`config.mk`:
```
export PLATFORM = sky130hd
export DESIGN_NAME = i2c_reg_ctrl
export DESIGN_NICKNAME = d
export VERILOG_FILES = /design/src/rtl/i2c_reg_ctrl.sv
export SDC_FILE = /design/constraint.sdc
export NUM_CORES = 1
export LEC_CHECK = 0
export ABC_AREA = 1
export CORE_ASPECT_RATIO = 1.25
export CORE_UTILIZATION = 44
export CTS_CLUSTER_SIZE = 20
export DETAILED_ROUTE_END_ITERATION = 10
export HOLD_SLACK_MARGIN = 0.06
export PLACE_DENSITY = 0.73
export SYNTH_ARGS = -nofsm -noshare
export SYNTH_HDL_FRONTEND = slang
export SYNTH_SLANG_ARGS = --single-unit
```
`constraint.sdc`:
```
create_clock -name clk -period 4.5 [get_ports clk]
set_clock_uncertainty 0.1 [all_clocks]
set_input_delay 0.9 -clock clk [delete_from_list [all_inputs] [get_ports clk]]
set_output_delay 0.9 -clock clk [all_outputs]
set_load 0.01 [all_outputs]
```
`src/rtl/i2c_reg_ctrl.sv`:
```
// i2c_reg_ctrl: register-access sequencer sitting in front of i2c_master.
// Turns one register read/write request into a single master command
// (pointer write, or pointer write + repeated-START read). It streams write
// bytes on m_wr_ready, packs m_rd_valid bytes into rsp_rdata, retries NACKed
// attempts after a backoff gap, and aborts with a timeout status if the
// master never reports done.
//
// Ports:
//   clk, rst_n                 system clock, async active-low reset
//   req_*                      client request handshake and fields
//   rsp_*                      one-cycle response strobe plus held result fields
//   m_*                        command/data interface to i2c_master
//   stat_txn, stat_nack        saturating counters (only with I2C_REG_CTRL_STATS_EN)
//
// Optional feature macro: I2C_REG_CTRL_STATS_EN
module i2c_reg_ctrl #(
  parameter int unsigned MAX_RETRY   = 2,
  parameter int unsigned RETRY_GAP   = 1000,
  parameter int unsigned TIMEOUT_CYC = 2000000
) (
  input  logic        clk,
  input  logic        rst_n,
  input  logic        req_valid,
  output logic        req_ready,
  input  logic        req_write,
  input  logic [6:0]  req_dev,
  input  logic [7:0]  req_reg,
  input  logic [2:0]  req_len,
  input  logic [31:0] req_wdata,
  output logic        rsp_valid,
  output logic [1:0]  rsp_status,
  output logic [31:0] rsp_rdata,
  output logic [2:0]  rsp_attempts,
  output logic        m_start,
  output logic [6:0]  m_addr,
  output logic        m_rw,
  output logic [7:0]  m_wr_len,
  output logic [7:0]  m_rd_len,
  output logic [7:0]  m_wr_data,
  input  logic        m_wr_ready,
  input  logic [7:0]  m_rd_data,
  input  logic        m_rd_valid,
  input  logic        m_done,
  input  logic        m_ack_error
`ifdef I2C_REG_CTRL_STATS_EN
  ,
  output logic [15:0] stat_txn,
  output logic [15:0] stat_nack
`endif
);

  localparam int unsigned TmoW = $clog2(TIMEOUT_CYC) + 1;
  localparam int unsigned GapW = $clog2(RETRY_GAP + 1) + 1;

  typedef enum logic [2:0] {StIdle, StLaunch, StWait, StBackoff, StResp} state_e;

  state_e          state_q, state_d;
  logic            write_q, write_d;
  logic [7:0]      reg_q, reg_d;
  logic [2:0]      len_q, len_d;
  logic [31:0]     wdata_q, wdata_d;
  logic [2:0]      attempts_q, attempts_d;
  logic [2:0]      idx_q, idx_d;
  logic [2:0]      rd_cnt_q, rd_cnt_d;
  logic [31:0]     rdata_q, rdata_d;
  logic [TmoW-1:0] tmo_q, tmo_d;
  logic [GapW-1:0] gap_q, gap_d;
  logic [1:0]      rsp_status_q, rsp_status_d;
  logic [31:0]     rsp_rdata_q, rsp_rdata_d;
  logic [2:0]      rsp_attempts_q, rsp_attempts_d;
  logic [6:0]      m_addr_q, m_addr_d;
  logic [7:0]      m_wr_len_q, m_wr_len_d;
  logic [7:0]      m_rd_len_q, m_rd_len_d;
  logic [7:0]      m_wr_data_q, m_wr_data_d;

  logic [2:0] len_clamp;
  logic [2:0] wr_last;
  logic [2:0] nxt_idx;
  logic [4:0] sh;
  logic       go_resp;
  logic [1:0] status_n;

  assign len_clamp = (req_len > 3'd4) ? 3'd4 : req_len;
  // Index of the last byte in the write phase; reads only send the pointer.
  assign wr_last   = write_q ? len_q : 3'd0;
  assign nxt_idx   = idx_q + 3'd1;
  // Byte k of the payload is wdata[8*(L-k)+7 -: 8].
  assign sh        = 5'({len_q - nxt_idx, 3'b000});

  always_comb begin
    state_d        = state_q;
    write_d        = write_q;
    reg_d          = reg_q;
    len_d          = len_q;
    wdata_d        = wdata_q;
    attempts_d     = attempts_q;
    idx_d          = idx_q;
    rd_cnt_d       = rd_cnt_q;
    rdata_d        = rdata_q;
    tmo_d          = tmo_q;
    gap_d          = gap_q;
    rsp_status_d   = rsp_status_q;
    rsp_rdata_d    = rsp_rdata_q;
    rsp_attempts_d = rsp_attempts_q;
    m_addr_d       = m_addr_q;
    m_wr_len_d     = m_wr_len_q;
    m_rd_len_d     = m_rd_len_q;
    m_wr_data_d    = m_wr_data_q;
    go_resp        = 1'b0;
    status_n       = 2'b00;

    unique case (state_q)
      StIdle: begin
        if (req_valid) begin
          write_d    = req_write;
          reg_d      = req_reg;
          len_d      = len_clamp;
          wdata_d    = req_wdata;
          attempts_d = 3'd0;
          m_addr_d   = req_dev;
          m_wr_len_d = req_write ? ({5'd0, len_clamp} + 8'd1) : 8'd1;
          m_rd_len_d = req_write ? 8'd0 : {5'd0, len_clamp};
          state_d    = StLaunch;
        end
      end
      StLaunch: begin
        attempts_d  = attempts_q + 3'd1;
        idx_d       = 3'd0;
        rd_cnt_d    = 3'd0;
        rdata_d     = '0;
        tmo_d       = '0;
        m_wr_data_d = reg_q;
        state_d     = StWait;
      end
      StWait: begin
        tmo_d = tmo_q + 1'b1;
        // Next byte is loaded after the strobe; extra strobes hold the last byte.
        if (m_wr_ready && (idx_q < wr_last)) begin
          idx_d       = nxt_idx;
          m_wr_data_d = 8'(wdata_q >> sh);
        end
        if (m_rd_valid && !write_q && (rd_cnt_q < len_q)) begin
          rdata_d  = {rdata_q[23:0], m_rd_data};
          rd_cnt_d = rd_cnt_q + 3'd1;
        end
        // m_done takes priority over a coincident timeout.
        if (m_done) begin
          if (!m_ack_error) begin
            go_resp = 1'b1;
            status_n = 2'b00;
          end else if (32'(attempts_q) <= MAX_RETRY) begin
            gap_d   = '0;
            state_d = StBackoff;
          end else begin
            go_resp = 1'b1;
            status_n = 2'b01;
          end
        end else if (tmo_d == TmoW'(TIMEOUT_CYC - 1)) begin
          go_resp = 1'b1;
          status_n = 2'b10;
        end
      end
      StBackoff: begin
        gap_d = gap_q + 1'b1;
        if ((RETRY_GAP <= 1) || (gap_q == GapW'(RETRY_GAP - 1))) begin
          state_d = StLaunch;
        end
      end
      StResp: begin
        state_d = StIdle;
      end
      default: begin
        state_d = StIdle;
      end
    endcase

    if (go_resp) begin
      state_d        = StResp;
      rsp_status_d   = status_n;
      rsp_attempts_d = attempts_q;
      rsp_rdata_d    = ((status_n == 2'b00) && !write_q) ? rdata_d : 32'd0;
    end
  end

  always_ff @(posedge clk or negedge rst_n) begin
    if (!rst_n) begin
      state_q        <= StIdle;
      write_q        <= 1'b0;
      reg_q          <= '0;
      len_q          <= '0;
      wdata_q        <= '0;
      attempts_q     <= '0;
      idx_q          <= '0;
      rd_cnt_q       <= '0;
      rdata_q        <= '0;
      tmo_q          <= '0;
      gap_q          <= '0;
      rsp_status_q   <= '0;
      rsp_rdata_q    <= '0;
      rsp_attempts_q <= '0;
      m_addr_q       <= '0;
      m_wr_len_q     <= '0;
      m_rd_len_q     <= '0;
      m_wr_data_q    <= '0;
    end else begin
      state_q        <= state_d;
      write_q        <= write_d;
      reg_q          <= reg_d;
      len_q          <= len_d;
      wdata_q        <= wdata_d;
      attempts_q     <= attempts_d;
      idx_q          <= idx_d;
      rd_cnt_q       <= rd_cnt_d;
      rdata_q        <= rdata_d;
      tmo_q          <= tmo_d;
      gap_q          <= gap_d;
      rsp_status_q   <= rsp_status_d;
      rsp_rdata_q    <= rsp_rdata_d;
      rsp_attempts_q <= rsp_attempts_d;
      m_addr_q       <= m_addr_d;
      m_wr_len_q     <= m_wr_len_d;
      m_rd_len_q     <= m_rd_len_d;
      m_wr_data_q    <= m_wr_data_d;
    end
  end

  assign req_ready    = (state_q == StIdle);
  assign rsp_valid    = (state_q == StResp);
  assign m_start      = (state_q == StLaunch);
  assign m_rw         = 1'b0;
  assign rsp_status   = rsp_status_q;
  assign rsp_rdata    = rsp_rdata_q;
  assign rsp_attempts = rsp_attempts_q;
  assign m_addr       = m_addr_q;
  assign m_wr_len     = m_wr_len_q;
  assign m_rd_len     = m_rd_len_q;
  assign m_wr_data    = m_wr_data_q;

`ifdef I2C_REG_CTRL_STATS_EN
  logic [15:0] stat_txn_q, stat_txn_d;
  logic [15:0] stat_nack_q, stat_nack_d;

  always_comb begin
    stat_txn_d  = stat_txn_q;
    stat_nack_d = stat_nack_q;
    if ((state_q == StResp) && (stat_txn_q != 16'hFFFF)) begin
      stat_txn_d = stat_txn_q + 16'd1;
    end
    if ((state_q == StWait) && m_done && m_ack_error && (stat_nack_q != 16'hFFFF)) begin
      stat_nack_d = stat_nack_q + 16'd1;
    end
  end

  always_ff @(posedge clk or negedge rst_n) begin
    if (!rst_n) begin
      stat_txn_q  <= '0;
      stat_nack_q <= '0;
    end else begin
      stat_txn_q  <= stat_txn_d;
      stat_nack_q <= stat_nack_d;
    end
  end

  assign stat_txn  = stat_txn_q;
  assign stat_nack = stat_nack_q;
`endif

endmodule

```
==> impl_metrics.ini <==
[hold_path]
holdCritStartpoint = rd_cnt_q[2]
holdPathStages = 1
worstHoldEndpoint = rd_cnt_q[2]
hold_path_class = reg2reg

[route]
via_count = 7038
drt_wl_total_mm = 19.76
first_pass_iters = 8
ant_nets = 0
drc = 7
routed_via_density = 5.100
wl_per_cell_um = 14.32
drtIter0Drc = 545

[critical_path]
r2r_slack_ns = 1.64
cp_slowest_cell = clkdlybuf4s50_1
worst-path-max-fanout = 12
cp.arrival_ns = 2.12
crit_required_ns = 3.50
crit_family = buffers and inverters
worst_r2r_endpoint = rsp_rdata[1]
r2r_cells = 15
cp_cell_sequence = inv_1 > or2_1 > nor2_1 > buf_4 > clkdlybuf4s50_1
crit_buf_inv = 3
r2r_start = tmo_q[1]
cp_slowest_stage_delay_ns = 0.59
crit_path_end_kind = primary output
path_class = reg2out
critPathLaunchType = flop

[global_route]
grt_max_degree = 96
grt_pass1_vias = 7026
antenna_found_initial = 0
grt-ovfl-total = 0
grt_pass1_wl_mm = 33.60
track_usage = 0.2149

[finish]
syn_to_final_growth_pct = 23.90
finish.utilization = 0.5565
multi_input_area_um2 = 3277
layout-drive-gt1-share = 0.06446
fin_nets = 1216
nFillCells = 1688
n_antenna_cell = 0
design_area_um2 = 10410
regArea_um2 = 4504

[yosys]
yosysSeqAreaShare = 0.5360
synth_cell_types = 33
synth-edff-count = 0
postSynthAreaPerCell_um2 = 8.230
ys_top_cells_by_count = nand2_1, dfrtp_1, inv_1
synth_area_um2 = 8403
yosysMostFrequentCell = nand2_1
ys_ff_latch = 180
synthArstFlopShare = 1.000
syn_inst = 1021
yosys_warnings = 0
synth_flop_cell = dfrtp_1
synthDominantCellAreaShare = 0.5360
synth_area_leaders = dfrtp_1, nand2_1, inv_1
synth_top_area_cell = dfrtp_1

[floorplanning]
die_h_um = 156.5
die_x_um = 125.6
dieArea_um2 = 19660
row_count = 56
coreArea_um2 = 18710
pin_count = 138
start_util = 0.4492

[pwr]
switchingPower_mw = 2.351
irDropWorstVdd_mv = 0.3257
switching_share = 0.3851
p_per_area_nw_per_um2 = 586.3
leakage_nw = 4.799
clkPwrFrac = 0.240
internal-power_mw = 3.753
p_comb_frac = 0.372
power_frac_seq = 0.388

[timing]
fin_crit_ns = 3.116
tightest_slew_ns = 1.250
drv_slew = 0
slew_headroom = 0.1638
grt_setup_unrepaired = false
hold_viol_final = 0
fin_setup_tns_ns = 0
fin_crit_sh = 0.6924
worst_slack_ns = 1.384
fmax_mhz = 320.9
finalSetupViolations = 0

[clock_network]
numClockSinks = 180
cts_buffers = 17
cts_resized = 0
clock_latency_ns = 0.43
postCtsHoldBufs = 0
cts_max_path_buffers = 2
path_clk_slew_ns = 0.06
cts_tree = done
cts_setup_buffers = 0
cts_max_level = 4
cts_root_buf = clkbuf_16

[status]
failed_checks = design-rule violations
status = finished, violations left

[placement]
portBuffers = 127
place_ws_ns = 1.231
place_hpwl_mm = 13.80
place_congestion = 0.8625
placed_cell_area_um2 = 9831

[job]
maxCapViolCount = 0
[state kept, by name (all words and copies together) (netlist names), 4 cells and up]
| signal | cells |
|---|---|
| gap_q | 11 |
| m_addr | 7 |
| m_wr_data | 8 |
| m_wr_len | 4 |
| rdata_q | 32 |
| reg_q | 8 |
| rsp_rdata | 32 |
| tmo_q | 22 |
| wdata_q | 32 |
[how the worst max path moves through the flow]
stage,slack (ns),end,start,cells after the start
CTS,1.38,m_start,state_q[0],5
floorplan,2.25,rsp_attempts[1],m_done,14
global placement,1.26,rsp_rdata[3],m_done,14
detailed placement,1.23,rsp_rdata[11],m_done,14
global route,1.22,m_start,state_q[0],5
finish,1.38,m_start,state_q[0],5
[power groups by stage]
stage | registers, mW | logic [mW] | clock network, mW
2_1_floorplan | 2.38 | 1.41 | 0
4_1_cts | 2.36 | 2.29 | 1.49
6_report | 2.37 | 2.27 | 1.47
5_1_grt | 2.42 | 2.57 | 1.55
3_5_place_dp | 2.38 | 2.27 | 0
3_3_place_gp | 2.38 | 2.22 | 0
[metrics by stage]
step | instances | power, mW | hold WS (ns)
after CTS | 1380 | 6.140 | 0.3777
after global placement | 1349 | 4.598 | 0.3553
after global routing | 1380 | 6.543 | 0.3967
after floorplan | 1030 | 3.798 | 0.3370
final | 1380 | 6.104 | 0.3751
after detailed placement | 1349 | 4.649 | 0.3611
[worst register-to-register path, stage by stage, from the launching register on]
cell and delay (ns):
dfrtp_1 0.45, ha_1 0.20, nand3_1 0.08, nor2_1 0.27, nand3_1 0.12, nand2_1 0.09
nand2_1 0.07, nor2_1 0.13, nand2_1 0.06, nor2_1 0.12, nand3_1 0.12, nand2_1 0.09
nand2_2 0.34, buf_4 0.36, nand2_1 0.07, o21ai_1 0.07
[routing by layer]
metal | track usage | vias up | routed length [um]
met5 | 0 | - | 0
met4 | 0.08420 | 0 | 516
met3 | 0.05333 | 33 | 1230
met2 | 0.3532 | 193 | 9359
met1 | 0.2730 | 3319 | 8656
li1 | - | 3493 | -
[kinds of logic (layout without fill, tap and decap cells)]
logic type | count (synthesis) | count (layout) | share of synthesized area
buffers and inverters | 151 | 269 | 0.07862
AND/OR/NAND/NOR | 514 | 514 | 0.2466
AO/OA/AOI/OAI | 155 | 155 | 0.1112
flip-flops | 180 | 180 | 0.5360
adder cells (fa/ha/maj) | 14 | 14 | 0.02085
other | 1 | 10 | 0.0004463
XOR/XNOR | 6 | 6 | 0.006255
[cells in the final DEF (no fill, tap or decap), types with 14 or more instances in the layout]
| cell type | n |
|---|---|
| nand2_1 | 372 |
| ha_1 | 14 |
| dfrtp_1 | 180 |
| o21ai_0 | 53 |
| o22ai_1 | 32 |
| inv_1 | 95 |
| o21ai_2 | 18 |
| o211ai_1 | 15 |
| o21ai_1 | 20 |
| clkdlybuf4s50_1 | 126 |
| nor2_1 | 49 |
| clkbuf_16 | 17 |
| nand3_1 | 62 |
[cell type report]
| type | count | share of cell area |
|---|---|---|
| flip-flops and latches | 180 | 0.4326 |
| multi-input cells | 699 | 0.3147 |
| repair buffers | 139 | 0.1333 |
| clock buffers | 18 | 0.04122 |
| inverters | 99 | 0.03569 |
| well taps | 232 | 0.02788 |
| clock inverters | 13 | 0.01454 |
Note: power is estimated with default switching activity, not from simulation.
